`src/rtl/ex_div_unit.sv`:
```
// EX-stage radix-2 restoring divider: accepts one div/mod op over a valid/ready
// handshake, iterates DATA_WIDTH cycles, then holds the result until EX/MEM takes it.
//
// state | meaning
// IDLE  | no op held, ready to accept
// CALC  | iterating, one quotient bit per cycle, then sign fix
// DONE  | result presented, waiting for ns_ready
module ex_div_unit #(
  parameter int DATA_WIDTH = 32,
  parameter int TAG_WIDTH  = 5
) (
  input  logic                  clk,
  input  logic                  rst,
  input  logic                  flush,
  input  logic                  ls_valid,
  output logic                  ts_ready,
  input  logic [DATA_WIDTH-1:0] dividend,
  input  logic [DATA_WIDTH-1:0] divisor,
  input  logic [1:0]            div_op,
  input  logic [TAG_WIDTH-1:0]  rw_addr_i,
  output logic                  ts_valid,
  input  logic                  ns_ready,
  output logic [DATA_WIDTH-1:0] result,
  output logic [TAG_WIDTH-1:0]  rw_addr_o
);

  localparam int W  = DATA_WIDTH;
  localparam int CW = $clog2(DATA_WIDTH + 1);

  typedef enum logic [1:0] {IDLE, CALC, DONE} state_t;

  state_t         state, state_nx;
  logic [CW-1:0]  cnt;
  logic [W-1:0]   quo;
  logic [W:0]     rem;
  logic [W-1:0]   dvsr;
  logic           op_mod;
  logic           neg_a;
  logic           neg_q;
  logic           dz;

  logic           accept;
  logic           sgn;
  logic [W-1:0]   a_mag;
  logic [W-1:0]   b_mag;
  logic [W:0]     shifted;
  logic [W:0]     diff;
  logic           ge;
  logic [W-1:0]   q_fix;
  logic [W-1:0]   r_fix;

  assign ts_ready = (state == IDLE) || (state == DONE && ns_ready);
  assign ts_valid = (state == DONE);
  assign accept   = ls_valid && ts_ready && !flush;

  assign sgn   = !div_op[1];
  assign a_mag = (sgn && dividend[W-1]) ? -dividend : dividend;
  assign b_mag = (sgn && divisor[W-1])  ? -divisor  : divisor;

  // rem[W] stays zero (partial remainder is always below the divisor); folding it
  // into ge keeps the top bit meaningful without changing the arithmetic.
  assign shifted = {rem[W-1:0], quo[W-1]};
  assign diff    = shifted - {1'b0, dvsr};
  assign ge      = rem[W] || (shifted >= {1'b0, dvsr});

  // Divide-by-zero: all-ones quotient; the remainder path already holds |dividend|.
  assign q_fix = dz ? '1 : (neg_q ? -quo : quo);
  assign r_fix = neg_a ? -rem[W-1:0] : rem[W-1:0];

  always_ff @(posedge clk or posedge rst) begin
    if (rst) state <= IDLE;
    else     state <= state_nx;
  end

  always_comb begin
    state_nx = state;
    if (flush) begin
      state_nx = IDLE;
    end else begin
      case (state)
        IDLE:    if (ls_valid) state_nx = CALC;
        CALC:    if (cnt == '0) state_nx = DONE;
        DONE:    if (ns_ready) state_nx = ls_valid ? CALC : IDLE;
        default: state_nx = IDLE;
      endcase
    end
  end

  always_ff @(posedge clk or posedge rst) begin
    if (rst) begin
      cnt       <= '0;
      quo       <= '0;
      rem       <= '0;
      dvsr      <= '0;
      op_mod    <= 1'b0;
      neg_a     <= 1'b0;
      neg_q     <= 1'b0;
      dz        <= 1'b0;
      result    <= '0;
      rw_addr_o <= '0;
    end else if (accept) begin
      cnt       <= CW'(DATA_WIDTH);
      quo       <= a_mag;
      rem       <= '0;
      dvsr      <= b_mag;
      op_mod    <= div_op[0];
      neg_a     <= sgn && dividend[W-1];
      neg_q     <= sgn && (dividend[W-1] ^ divisor[W-1]);
      dz        <= (divisor == '0);
      rw_addr_o <= rw_addr_i;
    end else if (state == CALC && !flush) begin
      if (cnt == '0) begin
        result <= op_mod ? r_fix : q_fix;
      end else begin
        quo <= {quo[W-2:0], ge};
        rem <= ge ? diff : shifted;
        cnt <= cnt - CW'(1);
      end
    end
  end

endmodule

```
`config.mk`:
```
export PLATFORM = sky130hd
export DESIGN_NAME = ex_div_unit
export DESIGN_NICKNAME = d
export VERILOG_FILES = /design/src/rtl/ex_div_unit.sv
export SDC_FILE = /design/constraint.sdc
export NUM_CORES = 1
export LEC_CHECK = 0
export CAP_MARGIN = 20
export CELL_PAD_IN_SITES_DETAIL_PLACEMENT = 1
export CELL_PAD_IN_SITES_GLOBAL_PLACEMENT = 2
export CORE_UTILIZATION = 35
export DETAILED_ROUTE_END_ITERATION = 8
export PLACE_DENSITY_LB_ADDON = 0.1
export SLEW_MARGIN = 30
export SYNTH_ARGS = -nofsm -noshare
export SYNTH_HDL_FRONTEND = slang
export SYNTH_SLANG_ARGS = --single-unit
```
`constraint.sdc`:
```
create_clock -name clk -period 5.9 [get_ports clk]
set_input_delay 0.59 -clock clk [delete_from_list [all_inputs] [get_ports clk]]
set_output_delay 0.59 -clock clk [all_outputs]
set_load 0.005 [all_outputs]
```
==> results of run 1 <==
-- worst max-delay path, delay by kind of cell, from the launching register on --
family / cells / cell delay (ps)
flip-flops: 1 / 460
adder cells (fa/ha/maj): 1 / 400
AND/OR/NAND/NOR: 2 / 360
AO/OA/AOI/OAI: 7 / 1910
buffers and inverters: 1 / 400
-- stage by stage --
| step | power, mW | area, sq um | std cells |
|---|---|---|---|
| floorplan | 2.61 | 10400 | 1237 |
| global placement | 3.25 | 11900 | 1686 |
| detailed placement | 3.28 | 11900 | 1686 |
| CTS | 4.39 | 12400 | 1718 |
| global route | 4.65 | 12400 | 1718 |
| finish | 4.33 | 12400 | 1718 |
-- cells by family (layout without fill, tap and decap cells) --
group | Yosys count | count (layout) | share of synthesized area (%)
multiplexers | 28 | 28 | 2.72
adder cells (fa/ha/maj) | 38 | 38 | 4.66
AND/OR/NAND/NOR | 383 | 383 | 17.1
AO/OA/AOI/OAI | 369 | 369 | 22.9
buffers and inverters | 121 | 218 | 4.45
XOR/XNOR | 152 | 152 | 12.9
flip-flops | 146 | 146 | 35.3
-- per-layer routing --
metal | wire length (microns) | part of all wire (%)
met5 | 0 | 0
met4 | 495 | 1.6
met3 | 1060 | 3.3
met2 | 15000 | 47
met1 | 15300 | 48
-- registers in the layout, indices dropped and copies added, names as in the netlist --
signal	count
result	32
rem	33
quo	32
op_mod	1
dvsr	32
neg_a	1
rw_addr_o	5
dz	1
cnt	6
state	2
neg_q	1
-- area by class of cell --
cell class	instances	area share (%)
multi-input combinational	970	50.4
sequential	146	29.4
timing repair buffer	127	9.97
tap	384	3.87
clock buffer	19	3.56
inverter	59	1.82
clock inverter	13	1.01
-- where the power goes --
part           switching, mW  internal [mW]  leakage [nW]  total, mW
clock                  0.473          0.599         0.275       1.07
sequential             0.348           1.29          1.86       1.64
combinational          0.867          0.751          3.43       1.62
-- final timing paths --
path | from | endpoint | slack [ps]
max reg2reg | rem[7]$_DFFE_PP0P_ | quo[0]$_DFFE_PP0P_ | 2200
min in group asynchronous | rst | result[9]$_DFFE_PP0P_ | 550
min | result[9]$_DFFE_PP0P_ | result[9]$_DFFE_PP0P_ | 480
min reg2reg | result[9]$_DFFE_PP0P_ | result[9]$_DFFE_PP0P_ | 480
max | rem[7]$_DFFE_PP0P_ | quo[0]$_DFFE_PP0P_ | 2200
max in group asynchronous | rst | dvsr[26]$_DFFE_PP0P_ | 4250
-- cell usage in the layout (no fill, tap or decap), drive strengths merged, types with 8 or more instances in the layout --
cell type,n
xnor2,58
clkdlybuf4s50,114
inv,64
nor2,81
or4,15
nor3,19
clkbuf,19
o41ai,20
a21oi,51
o21ai,125
o31ai,27
nor2b,8
a31oi,34
dfrtp,146
mux2i,27
or3,11
nand3,28
xor2,94
a21o,38
nand2,172
nand2b,9
a221oi,26
nor4,15
ha,37
buf,13
==> flow_metrics.py, run 1 <==
metrics = {
    "status": {
        "status": "finished clean",
    },
    "global_route": {
        "grt_usage_pct": 21.8,
        "gr-total-overflow": 0,
        "grtUsageMet1_pct": 30.2,
        "grt_antenna_before_repair": 1,
        "top_usage_layer": "met2",
        "grt_start_max_net_pins": 67,
        "grt_pass1_wl_microns": 52900,
        "grt_pass1_vias": 9517,
        "gr-usage-met2_pct": 35.3,
        "grt_util_met3_pct": 3.06,
    },
    "timing": {
        "finalHoldViolCount": 0,
        "rsz0062_at_grt": "false",
        "finalCritPeriodShare_pct": 62.7,
        "fin_worst_skew_ps": 8.82,
        "fmax_mhz": 270,
        "setup_slack_ps": 2200,
        "relSlewSlack_pct": 36.1,
        "drv_slew": 0,
        "hold_ws_ps": 477,
        "tightest_slew_ps": 958,
        "setup_viol": 0,
        "finalCriticalPeriod_ps": 3700,
        "setup_tns_ps": 0,
    },
    "cells_and_area": {
        "nets": 1435,
        "utilization_pct": 43.0,
        "n_antenna_cell": 0,
        "area_growth_pct": 20.0,
        "layout-drive-gt1-share_pct": 5.02,
        "layout.area.seq_sq_um": 3660,
        "multi_input_area_sq_um": 6260,
        "n_fill_cell": 3443,
    },
    "clock_tree": {
        "cts-root-buf": "clkbuf_16",
        "cts.repair.resized": 0,
        "cts_tree": "done",
        "cts_setup_buffers": 0,
        "htree_num_levels": 4,
        "cts_buffers": 17,
        "clock_sinks": 146,
        "clk_pin_slew_worst_paths_ps": 60,
        "cts_buffer_depth": 2,
        "clock_latency_ps": 430,
        "hold_buffers": 0,
    },
    "setup_path": {
        "crit_path_frequent_cell": "o211ai_1",
        "start_kind": "flop",
        "slowest_delay_ps": 560,
        "slowest_stage": "a21oi_4",
        "cp_cell_sequence": "ha_1 > a211oi_1 > nor2_1 > o31ai_1 > o211ai_1 > o211ai_1 > a21oi_1 > a21oi_4 > buf_4 > or2_2 > o221ai_1",
        "path_class": "reg2reg",
        "cp_data_required_time_ps": 6180,
        "arrival_ps": 3970,
        "r2r_cells": 11,
        "crit_path_end_kind": "flop",
        "crit_path_max_fanout": 17,
    },
    "logic_synthesis": {
        "synth_top_area_cell": "dfrtp_1",
        "synth-main-ff-cell": "dfrtp_1",
        "syn_area_sq_um": 10400,
        "netlist.area_leader.share_pct": 35.3,
        "avgSynthCellArea_sq_um": 8.37,
        "synth_edf_count": 0,
        "synth_seq_area_share_pct": 35.3,
        "ys_warn_count": 0,
        "netlist_top_cells_count": "nand2_1 (172), dfrtp_1 (146), o21ai_0 (124), xor2_1 (94), nor2_1 (81)",
        "syn_nets": 1351,
        "synthTopCellsByArea": "dfrtp_1 (35%), xor2_1 (7.9%), nand2_1 (6.2%), o21ai_0 (6.0%), xnor2_1 (4.9%)",
        "ys_seq_elements": 146,
        "yosysUniqueCellTypes": 60,
        "synthArstFlopShare_pct": 100,
        "synth_cells": 1237,
        "synth.most_common_cell": "nand2_1",
    },
    "min_path": {
        "min_path_cells": 1,
        "hold_class": "reg2reg",
    },
    "die": {
        "row_count": 62,
        "dieArea_sq_um": 30300,
        "core_area_sq_um": 28900,
        "dieHeight_microns": 174,
        "io_pins": 115,
        "die_w_microns": 174,
        "start_util_pct": 35.8,
    },
    "flow_run": {
        "maxCapViolations": 0,
    },
    "detailed_routing": {
        "drt_iter0_drc": 422,
        "firstDrtPassIters": 4,
        "wirelength_microns": 31900,
        "vias": 9358,
        "drtAntennaViolNets": 0,
        "viasPerCell": 5.45,
        "drc": 0,
        "wl_per_cell_microns": 18.6,
    },
    "placed_design": {
        "pre_cts_slack_ps": 2150,
        "place_congestion": 0.798,
        "io_buffers": 114,
        "place_hpwl_microns": 24200,
    },
    "pwr": {
        "powerDensity_nw_per_um2": 348,
        "ir_drop_uv": 189,
        "power.static_leakage_nw": 5.56,
    },
}
(Power assumes the default switching activity.)
==> run 2: changes to the inputs <==
clock period = 3.8 ns   (was 5.9 ns; I/O delays follow)
==> flow_metrics.py, run 2 (synthesis results as in run 1) <==
metrics = {
    "clock_tree": {
        "clock_latency_ps": 440,
        "cts_setup_buffers": 0,
        "cts.repair.resized": 0,
        "hold_buffers": 0,
        "cts-root-buf": "clkbuf_16",
        "clk_pin_slew_worst_paths_ps": 70,
        "cts_buffers": 17,
        "cts_buffer_depth": 2,
        "clock_sinks": 146,
        "cts_tree": "done",
        "htree_num_levels": 4,
    },
    "cells_and_area": {
        "final_cell_mix": "nand2_1 (171), dfrtp_1 (144), o21ai_0 (124), clkdlybuf4s50_1 (114), xor2_1 (94)",
        "nets": 1446,
        "layout-drive-gt1-share_pct": 5.65,
        "largest_reg_flops": 33,
        "area_growth_pct": 21.4,
        "n_antenna_cell": 0,
        "largest-register": "rem",
        "layout_commonest_cell": "nand2_1",
    },
    "timing": {
        "relSlewSlack_pct": 34.6,
        "finalHoldViolCount": 0,
        "setup_tns_ps": 0,
        "finalCriticalPeriod_ps": 3230,
        "fmax_mhz": 309,
        "drv_slew": 0,
        "tightest_slew_ps": 981,
        "rsz0062_at_grt": "false",
        "finalCritPeriodShare_pct": 85.1,
        "setup_viol": 0,
        "fin_worst_skew_ps": 9.73,
    },
    "detailed_routing": {
        "vias": 9459,
        "wirelength_microns": 32800,
        "drt_iter0_drc": 463,
        "drtAntennaViolNets": 0,
        "viasPerCell": 5.47,
        "wl_per_cell_microns": 19.0,
        "drc": 0,
        "firstDrtPassIters": 5,
    },
    "die": {
        "row_count": 62,
        "start_util_pct": 35.8,
        "dieArea_sq_um": 30300,
        "io_pins": 115,
        "dieHeight_microns": 174,
        "core_area_sq_um": 28900,
        "die_w_microns": 174,
    },
    "pwr": {
        "powerDensity_nw_per_um2": 548,
        "power.static_leakage_nw": 5.64,
        "ir_drop_uv": 332,
        "finalPower_mw": 6.89,
    },
    "global_route": {
        "top_usage_layer": "met2",
        "grt_antenna_before_repair": 0,
        "grt_pass1_vias": 9785,
        "grt_util_met3_pct": 2.91,
        "gr-total-overflow": 0,
        "grtUsageMet1_pct": 31.1,
        "grt_pass1_wl_microns": 54000,
        "grt_start_max_net_pins": 147,
        "gr-usage-met2_pct": 36.5,
        "grt_usage_pct": 22.3,
    },
    "setup_path": {
        "cp_data_required_time_ps": 4100,
        "start_kind": "flop",
        "crit_path_end_kind": "flop",
        "path_class": "reg2reg",
        "crit_path_max_fanout": 15,
        "arrival_ps": 3530,
    },
    "flow_run": {
        "maxCapViolations": 0,
    },
    "status": {
        "status": "finished clean",
    },
    "placed_design": {
        "io_buffers": 114,
        "place_hpwl_microns": 24400,
        "place_congestion": 0.815,
    },
    "min_path": {
        "hold_class": "in2reg",
    },
}
[run 2: cell count changes in the layout (fill, tap and decap cells not counted)]
| cell | delta |
|---|---|
| clkinv_4 | +3 |
| inv_6 | -6 |
| buf_12 | +3 |
| clkbuf_1 | +2 |
| clkbuf_8 | -1 |
| buf_4 | +8 |
| bufinv_16 | +2 |
[run 2: worst max-delay path, stage by stage (launching register included)]
cell and delay, ps:
dfrtp_1 470, ha_1 400, a211oi_1 280, nor2_1 110, o31ai_1 210, o211ai_1 190
o211ai_1 310, a21oi_1 180, a21oi_4 420, buf_12 230, mux2i_1 210, o21ai_0 110
[run 2: final cells by class]
type	count	area (sq um)
clock buffers	20	437
clock inverters	12	160
fillers	3462	16400
inverters	59	225
multi-input cells	970	6260
flip-flops and latches	146	3660
well taps	384	480
repair buffers	138	1360
[run 2: through the flow]
stage / std cells / hold slack, ps / instance area [sq um] / utilization (%) / setup WS, ps
after floorplan: 1237 / 450 / 10400 / - / 934
after global placement: 1697 / 459 / 12000 / 41.4 / 351
after detailed placement: 1697 / 466 / 12000 / 41.4 / 341
after CTS: 1729 / 463 / 12600 / 43.5 / 548
after global routing: 1729 / 489 / 12600 / 43.5 / 373
final: 1729 / 470 / 12600 / 43.5 / 567
[run 2: power breakdown]
| part | switching, mW | total, mW | internal, mW |
|---|---|---|---|
| registers | 0.567 | 2.57 | 2.01 |
| clock network | 0.728 | 1.76 | 1.04 |
| logic | 1.37 | 2.55 | 1.18 |
| total | 2.67 | 6.89 | 4.22 |
[run 2: worst paths after layout]
path	from	end	slack, ps	cells past startpoint
setup reg to reg	rem[7]$_DFFE_PP0P_	rem[13]$_DFFE_PP0P_	570	11
hold reg to reg	result[3]$_DFFE_PP0P_	result[3]$_DFFE_PP0P_	480	1
max in group asynchronous	rst	neg_q$_DFFE_PP0P_	2610	3
min in group asynchronous	rst	result[4]$_DFFE_PP0P_	530	3
setup / recovery	rem[7]$_DFFE_PP0P_	rem[13]$_DFFE_PP0P_	570	11
hold / removal	rw_addr_i[3]	rw_addr_o[3]$_DFFE_PP0P_	470	3
[run 2: metal layers]
layer	part of all wire, %	vias to the layer above	routed length, microns
li1	-	4630	-
met1	49	4661	16200
met2	47	140	15400
met3	2.3	28	746
met4	1.2	0	385
met5	0	-	0
==> run 3: changes to the inputs <==
CORE_MARGIN = 2   (was unset)
TNS_END_PERCENT = 1   (was unset)
==> flow_metrics.py, run 3 (synthesis results as in run 1) <==
metrics = {
    "setup_path": {
        "cp_cell_sequence": "ha_1 > nand4_1 > nor2_1 > nand3_1 > o211ai_1 > o211ai_1 > a21oi_1 > a21oi_4 > buf_12 > or2_2 > o21ai_0",
        "crit_path_end_kind": "flop",
        "slowest_stage": "dfrtp_1",
        "cp_data_required_time_ps": 4140,
        "crit_path_max_fanout": 33,
        "arrival_ps": 3560,
        "timing.rr.start": "rem[8]$_DFFE_PP0P_",
        "r2r_end": "rem[19]$_DFFE_PP0P_",
        "path_class": "reg2reg",
        "r2r_cells": 11,
        "rrSetupSlack_ps": 580,
        "crit_path_frequent_cell": "o211ai_1",
        "start_kind": "flop",
        "slowest_delay_ps": 460,
    },
    "die": {
        "io_pins": 115,
        "dieArea_sq_um": 31000,
        "core_area_sq_um": 28900,
        "die_w_microns": 176,
        "row_count": 62,
        "dieHeight_microns": 176,
        "start_util_pct": 35.8,
    },
    "global_route": {
        "gr-total-overflow": 0,
        "grt_pass1_vias": 9829,
        "grt_antenna_before_repair": 0,
        "grt_pass1_wl_microns": 53000,
        "grt_start_max_net_pins": 77,
        "grt_usage_pct": 21.5,
    },
    "timing": {
        "finalHoldViolCount": 0,
        "setup_slack_ps": 583,
        "fin_worst_skew_ps": 13.4,
        "fmax_mhz": 311,
        "finalCritPeriodShare_pct": 84.7,
        "tightest_slew_ps": 667,
        "finalCriticalPeriod_ps": 3220,
        "drv_slew": 0,
        "rsz0062_at_grt": "false",
        "setup_viol": 0,
        "setup_tns_ps": 0,
        "relSlewSlack_pct": 55.2,
    },
    "min_path": {
        "hold_class": "in2async",
    },
    "cells_and_area": {
        "largest_reg_flops": 33,
        "layout_commonest_cell": "nand2_1",
        "layout-drive-gt1-share_pct": 5.94,
        "area_growth_pct": 21.6,
        "nets": 1448,
        "n_antenna_cell": 0,
        "final_cell_mix": "nand2_1 (171), dfrtp_1 (145), o21ai_0 (124), clkdlybuf4s50_1 (114), xor2_1 (94)",
        "largest-register": "rem",
    },
    "pwr": {
        "power.static_leakage_nw": 5.65,
        "powerDensity_nw_per_um2": 539,
        "ir_drop_uv": 308,
        "finalPower_mw": 6.79,
    },
    "placed_design": {
        "place_hpwl_microns": 24600,
        "place_congestion": 0.814,
        "io_buffers": 114,
        "pre_cts_slack_ps": 325,
    },
    "clock_tree": {
        "cts.repair.resized": 0,
        "htree_num_levels": 4,
        "cts_setup_buffers": 0,
        "clock_latency_ps": 430,
        "cts-root-buf": "clkbuf_16",
        "clock_sinks": 146,
        "cts_buffer_depth": 2,
        "cts_tree": "done",
        "hold_buffers": 0,
        "clk_pin_slew_worst_paths_ps": 70,
        "cts_buffers": 17,
    },
    "detailed_routing": {
        "viasPerCell": 5.45,
        "firstDrtPassIters": 5,
        "drc": 0,
        "vias": 9433,
        "wirelength_microns": 32300,
        "wl_per_cell_microns": 18.7,
        "drt_iter0_drc": 457,
        "drtAntennaViolNets": 0,
    },
    "status": {
        "status": "finished clean",
    },
    "flow_run": {
        "maxCapViolations": 0,
    },
}
run 3: cell count changes in the layout (fill, tap and decap cells not counted):
cell	change
inv_6	+4
clkbuf_1	-3
clkinv_4	-3
buf_12	+2
bufinv_16	-2
clkbuf_8	+2
clkinvlp_4	+2
dfrtp_1	+1
dfrtp_2	-1
run 3: routing by layer:
metal	GRT usage, %	wire [microns]
met1	30.0	16000
met2	36.3	15300
met3	1.89	751
met4	4.37	278
met5	0	0
run 3: how the worst max path moves through the flow:
stage / end / slack, ps / depth (start not counted) / from
6_report: rem[19]$_DFFE_PP0P_ / 580 / 11 / rem[8]$_DFFE_PP0P_
3_5_place_dp: dvsr[29]$_DFFE_PP0P_ / 330 / 10 / divisor[8]
5_1_grt: rem[28]$_DFFE_PP0P_ / 300 / 11 / rem[8]$_DFFE_PP0P_
4_1_cts: rem[19]$_DFFE_PP0P_ / 530 / 11 / rem[7]$_DFFE_PP0P_
2_1_floorplan: result[28]$_DFFE_PP0P_ / 930 / 8 / rem[12]$_DFFE_PP0P_
3_3_place_gp: dvsr[29]$_DFFE_PP0P_ / 380 / 10 / divisor[8]
run 3: report_power, final:
group          switching [mW]  internal (mW)  total, mW
sequential              0.503           2.01       2.51
combinational            1.39           1.19       2.58
clock                   0.754          0.946       1.70
total                    2.65           4.14       6.79
run 3: area by class of cell:
cell class	count	area [sq um]
Sequential cell	146	3650
Multi-Input combinational cell	970	6260
Timing Repair Buffer	140	1400
Clock inverter	13	124
Inverter	59	225
Clock buffer	19	453
Tap cell	384	480
Fill cell	3417	16300
run 3: through the flow:
stage               util [%]  std cells  hold WS, ps  instance area (sq um)
CTS                     43.5       1730          464                  12600
global route            43.5       1731          314                  12600
finish                  43.5       1731          286                  12600
global placement        41.5       1698          459                  12000
floorplan                  -       1237          450                  10400
detailed placement      41.5       1698          466                  12000
run 3: critical path, delay by kind of cell (launching register included):
kind / cells / cell delay, ps
DFF: 1 / 460
and+or+nand+nor: 4 / 890
AOI/OAI and AO/OA: 5 / 1130
adders and majority gates: 1 / 430
buffers and inverters: 1 / 190
